--- config.mk ---
export PLATFORM = sky130hd
export DESIGN_NAME = addrgen_multi
export DESIGN_NICKNAME = d
export VERILOG_FILES = /design/src/rtl/addrgen_pkg.sv /design/src/rtl/addrgen_chsel.sv /design/src/rtl/addrgen_multi.sv
export SDC_FILE = /design/constraint.sdc
export NUM_CORES = 1
export LEC_CHECK = 0
export CAP_MARGIN = 20
export CORE_MARGIN = 2
export CORE_UTILIZATION = 59
export DETAILED_ROUTE_END_ITERATION = 8
export PLACE_DENSITY = 0.92
export SLEW_MARGIN = 20
export SYNTH_ARGS = -nofsm -noshare
export SYNTH_HDL_FRONTEND = slang
export SYNTH_SLANG_ARGS = --single-unit
--- constraint.sdc ---
create_clock -name sys_clk -period 6.8 [get_ports sys_clk]
set_clock_uncertainty 0.15 [all_clocks]
set_input_delay 0.68 -clock sys_clk [delete_from_list [all_inputs] [get_ports sys_clk]]
set_output_delay 0.68 -clock sys_clk [all_outputs]
set_load 0.03 [all_outputs]
--- src/rtl/addrgen_pkg.sv ---
// Shared constants and helpers for the multi-channel blitter address generator.
package addrgen_pkg;

    localparam int PHRASE_BITS  = 64;
    localparam int PHRASE_BYTES = 8;

    // Pixel size codes: bits per pixel = 1 << code.
    localparam logic [2:0] PS_1  = 3'd0;
    localparam logic [2:0] PS_2  = 3'd1;
    localparam logic [2:0] PS_4  = 3'd2;
    localparam logic [2:0] PS_8  = 3'd3;
    localparam logic [2:0] PS_16 = 3'd4;
    localparam logic [2:0] PS_32 = 3'd5;

    // Window width W = ((4+m) << e) >> 2; the result fits in 18 bits for any code.
    function automatic logic [31:0] width_decode(input logic [5:0] w);
        logic [31:0] t;
        t = {29'd0, 3'd4 + {1'b0, w[1:0]}} << w[5:2];
        return t >> 2;
    endfunction

endpackage

--- src/rtl/addrgen_chsel.sv ---
// Combinational per-channel field mux from the packed configuration buses.
// An unmatched selector yields all-zero fields and raises oor.
module addrgen_chsel import addrgen_pkg::*; #(
    parameter int NCH = 2,
    parameter int AW  = 24,
    parameter int XW  = 16,
    parameter int CW  = 1
) (
    input  logic [CW-1:0]         sel,
    input  logic [NCH*XW-1:0]     ch_x,
    input  logic [NCH*XW-1:0]     ch_y,
    input  logic [NCH*(AW-3)-1:0] ch_base,
    input  logic [NCH*2-1:0]      ch_pitch,
    input  logic [NCH*3-1:0]      ch_pixsize,
    input  logic [NCH*6-1:0]      ch_width,
    input  logic [NCH*2-1:0]      ch_zoffset,
    output logic [XW-1:0]         x,
    output logic [XW-1:0]         y,
    output logic [AW-4:0]         base,
    output logic [1:0]            pitch,
    output logic [2:0]            pixsize,
    output logic [5:0]            width,
    output logic [1:0]            zoffset,
    output logic                  oor
);

    // Select the addressed channel's slice of every bus; flag out-of-range selectors.
    always_comb begin
        x       = '0;
        y       = '0;
        base    = '0;
        pitch   = '0;
        pixsize = '0;
        width   = '0;
        zoffset = '0;
        oor     = 1'b1;
        for (int i = 0; i < NCH; i++) begin
            if (sel == CW'(i)) begin
                x       = ch_x[i*XW +: XW];
                y       = ch_y[i*XW +: XW];
                base    = ch_base[i*(AW-3) +: (AW-3)];
                pitch   = ch_pitch[i*2 +: 2];
                pixsize = ch_pixsize[i*3 +: 3];
                width   = ch_width[i*6 +: 6];
                zoffset = ch_zoffset[i*2 +: 2];
                oor     = 1'b0;
            end
        end
    end

endmodule

--- src/rtl/addrgen_multi.sv ---
// Pipelined multi-channel blitter address generator with valid/ready handshake.
// A capture register latches the request on acceptance, then S1 (partial
// products), S2 (index, shifts, clip) and S3 (final phrase, output regs).
// The whole pipe stalls together whenever the output is held.
module addrgen_multi import addrgen_pkg::*; #(
    parameter int NCH = 2,
    parameter int AW  = 24,
    parameter int XW  = 16,
    parameter int CW  = (NCH > 1) ? $clog2(NCH) : 1
) (
    input  logic                  sys_clk,
    input  logic                  resetl,
    input  logic                  req_valid,
    output logic                  req_ready,
    input  logic [CW-1:0]         req_ch,
    input  logic                  req_z,
    input  logic [NCH*XW-1:0]     ch_x,
    input  logic [NCH*XW-1:0]     ch_y,
    input  logic [NCH*(AW-3)-1:0] ch_base,
    input  logic [NCH*2-1:0]      ch_pitch,
    input  logic [NCH*3-1:0]      ch_pixsize,
    input  logic [NCH*6-1:0]      ch_width,
    input  logic [NCH*2-1:0]      ch_zoffset,
    output logic                  out_valid,
    input  logic                  out_ready,
    output logic [AW-1:0]         out_addr,
    output logic [2:0]            out_pixa,
    output logic [CW-1:0]         out_ch,
    output logic                  out_clip,
    output logic                  out_cfgerr
);

    localparam int FW = AW - 3;                 // phrase address width
    localparam int WW = XW + 2;                 // window width
    localparam int IW = 2*XW + 2;               // pixel index
    localparam int BW = IW + 5;                 // bit address
    localparam int PB = $clog2(PHRASE_BITS);    // bit-in-phrase width

    typedef struct packed {
        logic [CW-1:0] ch;
        logic [XW-1:0] x;
        logic [XW-1:0] y;
        logic [FW-1:0] base;
        logic [1:0]    pitch;
        logic [2:0]    ps;
        logic [5:0]    width;
        logic [1:0]    zoff;
        logic          z;
        logic          oor;
    } s0_t;

    typedef struct packed {
        logic [CW-1:0] ch;
        logic [XW-1:0] x;
        logic [WW-1:0] wdec;
        logic [IW-1:0] pp0;
        logic [IW-1:0] pp1;
        logic [IW-1:0] pp2;
        logic [FW-1:0] base;
        logic [1:0]    pitch;
        logic [2:0]    ps;
        logic [1:0]    zadd;
        logic          cfgerr;
        logic          oor;
    } s1_t;

    typedef struct packed {
        logic [CW-1:0] ch;
        logic [FW-1:0] ph;
        logic [2:0]    pixa;
        logic          clip;
        logic [FW-1:0] base;
        logic [1:0]    pitch;
        logic [1:0]    zadd;
        logic          cfgerr;
        logic          oor;
    } s2_t;

    typedef struct packed {
        logic [AW-1:0] addr;
        logic [2:0]    pixa;
        logic [CW-1:0] ch;
        logic          clip;
        logic          cfgerr;
    } out_t;

    logic [3:0] vld_pipe_q, vld_pipe_d;
    s0_t        s0_q, s0_d;
    s1_t        s1_q, s1_d;
    s2_t        s2_q, s2_d;
    out_t       out_q, out_d;
    logic       en;

    logic [XW-1:0] sel_x, sel_y;
    logic [FW-1:0] sel_base;
    logic [1:0]    sel_pitch, sel_zoff;
    logic [2:0]    sel_ps;
    logic [5:0]    sel_width;
    logic          sel_oor;

    logic [3:0]    e;
    logic [1:0]    m;
    logic [WW-1:0] wdec;
    logic [IW-1:0] yw, pp0, pp1, pp2, idx;
    logic [BW-1:0] bitaddr;
    logic [FW-1:0] fp;

    addrgen_chsel #(.NCH(NCH), .AW(AW), .XW(XW), .CW(CW)) u_chsel (
        .sel        (req_ch),
        .ch_x       (ch_x),
        .ch_y       (ch_y),
        .ch_base    (ch_base),
        .ch_pitch   (ch_pitch),
        .ch_pixsize (ch_pixsize),
        .ch_width   (ch_width),
        .ch_zoffset (ch_zoffset),
        .x          (sel_x),
        .y          (sel_y),
        .base       (sel_base),
        .pitch      (sel_pitch),
        .pixsize    (sel_ps),
        .width      (sel_width),
        .zoffset    (sel_zoff),
        .oor        (sel_oor)
    );

    // Single stall enable: everything moves only when the output slot frees up.
    assign en        = !vld_pipe_q[3] || out_ready;
    assign req_ready = en;

    // Valid shift register; bubbles travel with the data.
    always_comb begin
        vld_pipe_d = en ? {vld_pipe_q[2:0], req_valid} : vld_pipe_q;
    end

    // Capture the selected channel's fields so later bus changes cannot leak in.
    always_comb begin
        s0_d = s0_q;
        if (en) begin
            s0_d.ch    = req_ch;
            s0_d.x     = sel_x;
            s0_d.y     = sel_y;
            s0_d.base  = sel_base;
            s0_d.pitch = sel_pitch;
            s0_d.ps    = sel_ps;
            s0_d.width = sel_width;
            s0_d.zoff  = sel_zoff;
            s0_d.z     = req_z;
            s0_d.oor   = sel_oor;
        end
    end

    // S1: decompose y*W into shifted copies of y. For e<2 the shift form
    // would floor each term separately, so use W's (at most two) bits directly.
    always_comb begin
        s1_d = s1_q;
        e    = s0_q.width[5:2];
        m    = s0_q.width[1:0];
        wdec = WW'(width_decode(s0_q.width));
        yw   = IW'(s0_q.y);
        if (e >= 4'd2) begin
            pp0 = yw << e;
            pp1 = m[1] ? (yw << (e - 4'd1)) : '0;
            pp2 = m[0] ? (yw << (e - 4'd2)) : '0;
        end else begin
            pp0 = wdec[0] ? yw : '0;
            pp1 = wdec[1] ? (yw << 1) : '0;
            pp2 = '0;
        end
        if (en) begin
            s1_d.ch     = s0_q.ch;
            s1_d.x      = s0_q.x;
            s1_d.wdec   = wdec;
            s1_d.pp0    = pp0;
            s1_d.pp1    = pp1;
            s1_d.pp2    = pp2;
            s1_d.base   = s0_q.base;
            s1_d.pitch  = s0_q.pitch;
            s1_d.ps     = (s0_q.ps > PS_32) ? PS_32 : s0_q.ps;
            s1_d.zadd   = s0_q.z ? s0_q.zoff : 2'd0;
            s1_d.cfgerr = s0_q.oor || (s0_q.ps > PS_32);
            s1_d.oor    = s0_q.oor;
        end
    end

    // S2: pixel index, bit address, phrase / byte split and the clip test.
    always_comb begin
        s2_d    = s2_q;
        idx     = s1_q.pp0 + s1_q.pp1 + s1_q.pp2 + IW'(s1_q.x);
        bitaddr = BW'(idx) << s1_q.ps;
        if (en) begin
            s2_d.ch     = s1_q.ch;
            s2_d.ph     = FW'(bitaddr >> PB);
            s2_d.pixa   = bitaddr[PB-1:3];
            s2_d.clip   = WW'(s1_q.x) >= s1_q.wdec;
            s2_d.base   = s1_q.base;
            s2_d.pitch  = s1_q.pitch;
            s2_d.zadd   = s1_q.zadd;
            s2_d.cfgerr = s1_q.cfgerr;
            s2_d.oor    = s1_q.oor;
        end
    end

    // S3: final phrase (wraps at FW bits) and output registers.
    always_comb begin
        out_d = out_q;
        fp    = s2_q.base + (s2_q.ph << s2_q.pitch) + FW'(s2_q.zadd);
        if (en) begin
            out_d.ch     = s2_q.ch;
            out_d.cfgerr = s2_q.cfgerr;
            if (s2_q.oor) begin
                out_d.addr = '0;
                out_d.pixa = '0;
                out_d.clip = 1'b0;
            end else begin
                out_d.addr = {fp, s2_q.pixa};
                out_d.pixa = s2_q.pixa;
                out_d.clip = s2_q.clip;
            end
        end
    end

    // State registers; reset drops everything in flight.
    always_ff @(posedge sys_clk or negedge resetl) begin
        if (!resetl) begin
            vld_pipe_q <= '0;
            s0_q       <= '0;
            s1_q       <= '0;
            s2_q       <= '0;
            out_q      <= '0;
        end else begin
            vld_pipe_q <= vld_pipe_d;
            s0_q       <= s0_d;
            s1_q       <= s1_d;
            s2_q       <= s2_d;
            out_q      <= out_d;
        end
    end

    assign out_valid  = vld_pipe_q[3];
    assign out_addr   = out_q.addr;
    assign out_pixa   = out_q.pixa;
    assign out_ch     = out_q.ch;
    assign out_clip   = out_q.clip;
    assign out_cfgerr = out_q.cfgerr;

endmodule

==> results.toml <==
[synth]
synth_edf_count = 0
syn_nets = 2342
synth_warnings = 0
avgSynthCellArea_um2 = 9.19
syn_area_mm2 = 0.0190
ys_ff_latch = 294
synthArstFlopShare_pct = 100
ys_types = 70
ys_seq_area_share_pct = 38.8
synth_cells = 2065
ys.flop_type = "dfrtp_1"

[clocking]
post_cts_buffers = 0
clockBufferDepth = 3
root_buffer = "clkbuf_16"
cts_tree = "built"
cts_hold_buf = 0
clkTransAtPathRegs_ns = 0.07
cts.sinks = 294
clk_latency_ns = 0.57
htreeDepth = 1
ctsResizeCount = 0
cts-buffers-inserted = 30

[finish]
fin_cells = 2561
area_growth_pct = 14.7
final_common_cell = "nand2_1"
drive_gt1_share_pct = 6.21
antenna_cells = 0
nFillCells = 2241
final_cell_mix = "nand2_1 (459), dfrtp_1 (292), o21ai_0 (178), clkdlybuf4s50_1 (167), mux2i_1 (138)"
layout.nets = 2416

[route]
wl_per_cell_um = 21.2
ant_nets = 0
drt_iter0_markers = 1719
first_pass_iters = 7
drc = 0
viasPerCell = 6.32
dr_total_vias = 16200
drt-total-wl_um = 54200

[worst_setup_path]
crit_required_ns = 7.09
reg2reg_slack_ns = 2.04
cp-start-kind = "flip-flop"
critPathMaxFanout = 24
cpMostUsedCell = "a211oi_1"
worst-r2r-cell-count = 13
arrival_ns = 5.06
regToRegStartpoint = "s2_q[5]"
path_class = "reg -> reg"
slowest_delay_ns = 0.97
path_cells = "mux2i_1 > o22ai_1 > ha_1 > ha_1 > a211oi_1 > o21a_1 > o21ai_1 > a211oi_1 > a211oi_1 > o31ai_1 > a21boi_1 > o21ba_1 > or3b_1"
reg2reg_to = "out_addr[23]"
crit_path_top_delay_cell = "dfrtp_1"
endpoint_kind = "flip-flop"

[place]
dp.cells = 2509
portBuffers = 169
gp_congestion = 0.987
pre_cts_ws_ns = 1.85
dp_hpwl_um = 38900

[global_route]
grt_util_met1_pct = 45.0
grtUsageMet2_pct = 52.7
grt_max_degree = 204
track_usage_pct = 32.8
grt_pass1_wl_um = 86600
antenna_found_initial = 0
grt_pass1_vias = 16100
grtUsageMet3_pct = 6.41
grt.busiest_layer = "met2"
grt-ovfl-total = 0

[sta]
setup_viol = 0
period_needed_ns = 4.76
hold_slack_ns = 0.0248
tightest_slew_ns = 1.07
fmax_mhz = 210
fin_tns_setup_ns = 0
period_share_pct = 70.0
slew_viol_final = 0
hold_viol = 0
rsz0062_at_grt = "false"
setup_slack_ns = 2.04
slew-limit-headroom_pct = 28.7

[status]
status = "finished clean"

[die]
initial_core_util_pct = 60.0
design.portCount = 170
dieHeight_um = 183
dieWidth_um = 183
die_area_mm2 = 0.0336
rows = 65
core-area_mm2 = 0.0316

[min_path]
hold_class = "in -> async"

[flow_run]
max-cap-violations = 0
==> cells by family (layout without fill, tap and decap cells) <==
kind of cell | Yosys count | count (layout) | share of synthesized area (%)
AO/OA/AOI/OAI | 467 | 467 | 15.6
XOR/XNOR | 46 | 46 | 2.12
adder cells (fa/ha/maj) | 139 | 139 | 10.9
buffers and inverters | 213 | 307 | 4.29
flip-flops | 294 | 294 | 38.8
multiplexers | 188 | 188 | 12.6
AND/OR/NAND/NOR | 718 | 718 | 15.7
==> worst max path at each step <==
stage / from / end / slack (ns) / cells after the start
2_1_floorplan: s2_q[4] / out_addr[22] / 1.99 / 18
5_1_grt: s2_q[5] / out_addr[22] / 1.65 / 14
3_5_place_dp: s2_q[4] / out_addr[22] / 1.85 / 15
3_3_place_gp: s2_q[4] / out_addr[22] / 2.08 / 15
4_1_cts: s2_q[4] / out_addr[22] / 1.82 / 15
6_report: s2_q[5] / out_addr[23] / 2.04 / 13
==> layout make-up <==
| class | instances | area, um2 | area share [%] |
|---|---|---|---|
| clock buffer | 44 | 883 | 4.06 |
| clock inverter | 8 | 101 | 0.466 |
| inverter | 70 | 268 | 1.23 |
| multi-input combinational | 1558 | 10800 | 49.7 |
| sequential | 294 | 7360 | 33.8 |
| tap | 402 | 503 | 2.31 |
| timing repair buffer | 185 | 1840 | 8.45 |
==> per-layer routing <==
metal / vias to the layer above / routed length [um]
li1: 7362 / -
met1: 7969 / 22000
met2: 734 / 25600
met3: 131 / 4730
met4: 0 / 1830
met5: - / 0
==> stage by stage <==
step | utilization [%] | cell area [um2]
after floorplan | - | 19000
after global placement | 65.7 | 20800
after detailed placement | 65.7 | 20800
after CTS | 68.8 | 21800
after global routing | 68.8 | 21800
final | 68.8 | 21800
==> flip-flops by register name, summed over array words and instances, names as in the netlist, 2 cells and up <==
register,flops
s1_q,143
e,4
vld_pipe_q,4
m,2
out_addr,24
s2_q,52
s0_q,62
==> synth_stat cells, types with 12 or more instances <==
| cell type | instances | area share, % |
|---|---|---|
| nand3_1 | 22 | 0.58 |
| dfrtp_1 | 294 | 39 |
| inv_1 | 68 | 1.3 |
| mux2i_1 | 138 | 7.3 |
| ha_1 | 94 | 6.2 |
| nand2_1 | 459 | 9.1 |
| a211oi_1 | 19 | 0.75 |
| buf_1 | 29 | 0.57 |
| o21ai_1 | 12 | 0.32 |
| nand2b_1 | 24 | 0.79 |
| xor2_1 | 18 | 0.83 |
| nor3_1 | 17 | 0.45 |
| mux4_2 | 39 | 4.6 |
| xnor2_1 | 28 | 1.3 |
| a21o_1 | 29 | 1.1 |
| nor2_1 | 131 | 2.6 |
| o221ai_1 | 15 | 0.69 |
| clkbuf_1 | 109 | 2.2 |
| a21oi_1 | 85 | 2.2 |
| a221oi_1 | 18 | 0.83 |
| nor2b_1 | 16 | 0.53 |
| o211ai_1 | 12 | 0.47 |
| fa_1 | 45 | 4.7 |
| o21ai_0 | 178 | 4.7 |
==> worst max-delay path: cells and delay by family, from the launching register on <==
kind	cells	cell delay, ns
AOI/OAI and AO/OA	9	2.14
adders and majority gates	2	0.66
and+or+nand+nor	1	0.37
muxes	1	0.35
DFF	1	0.97
Power is not shown: default switching activity piles up to over one toggle a cycle in this logic, so the estimate is an artifact.
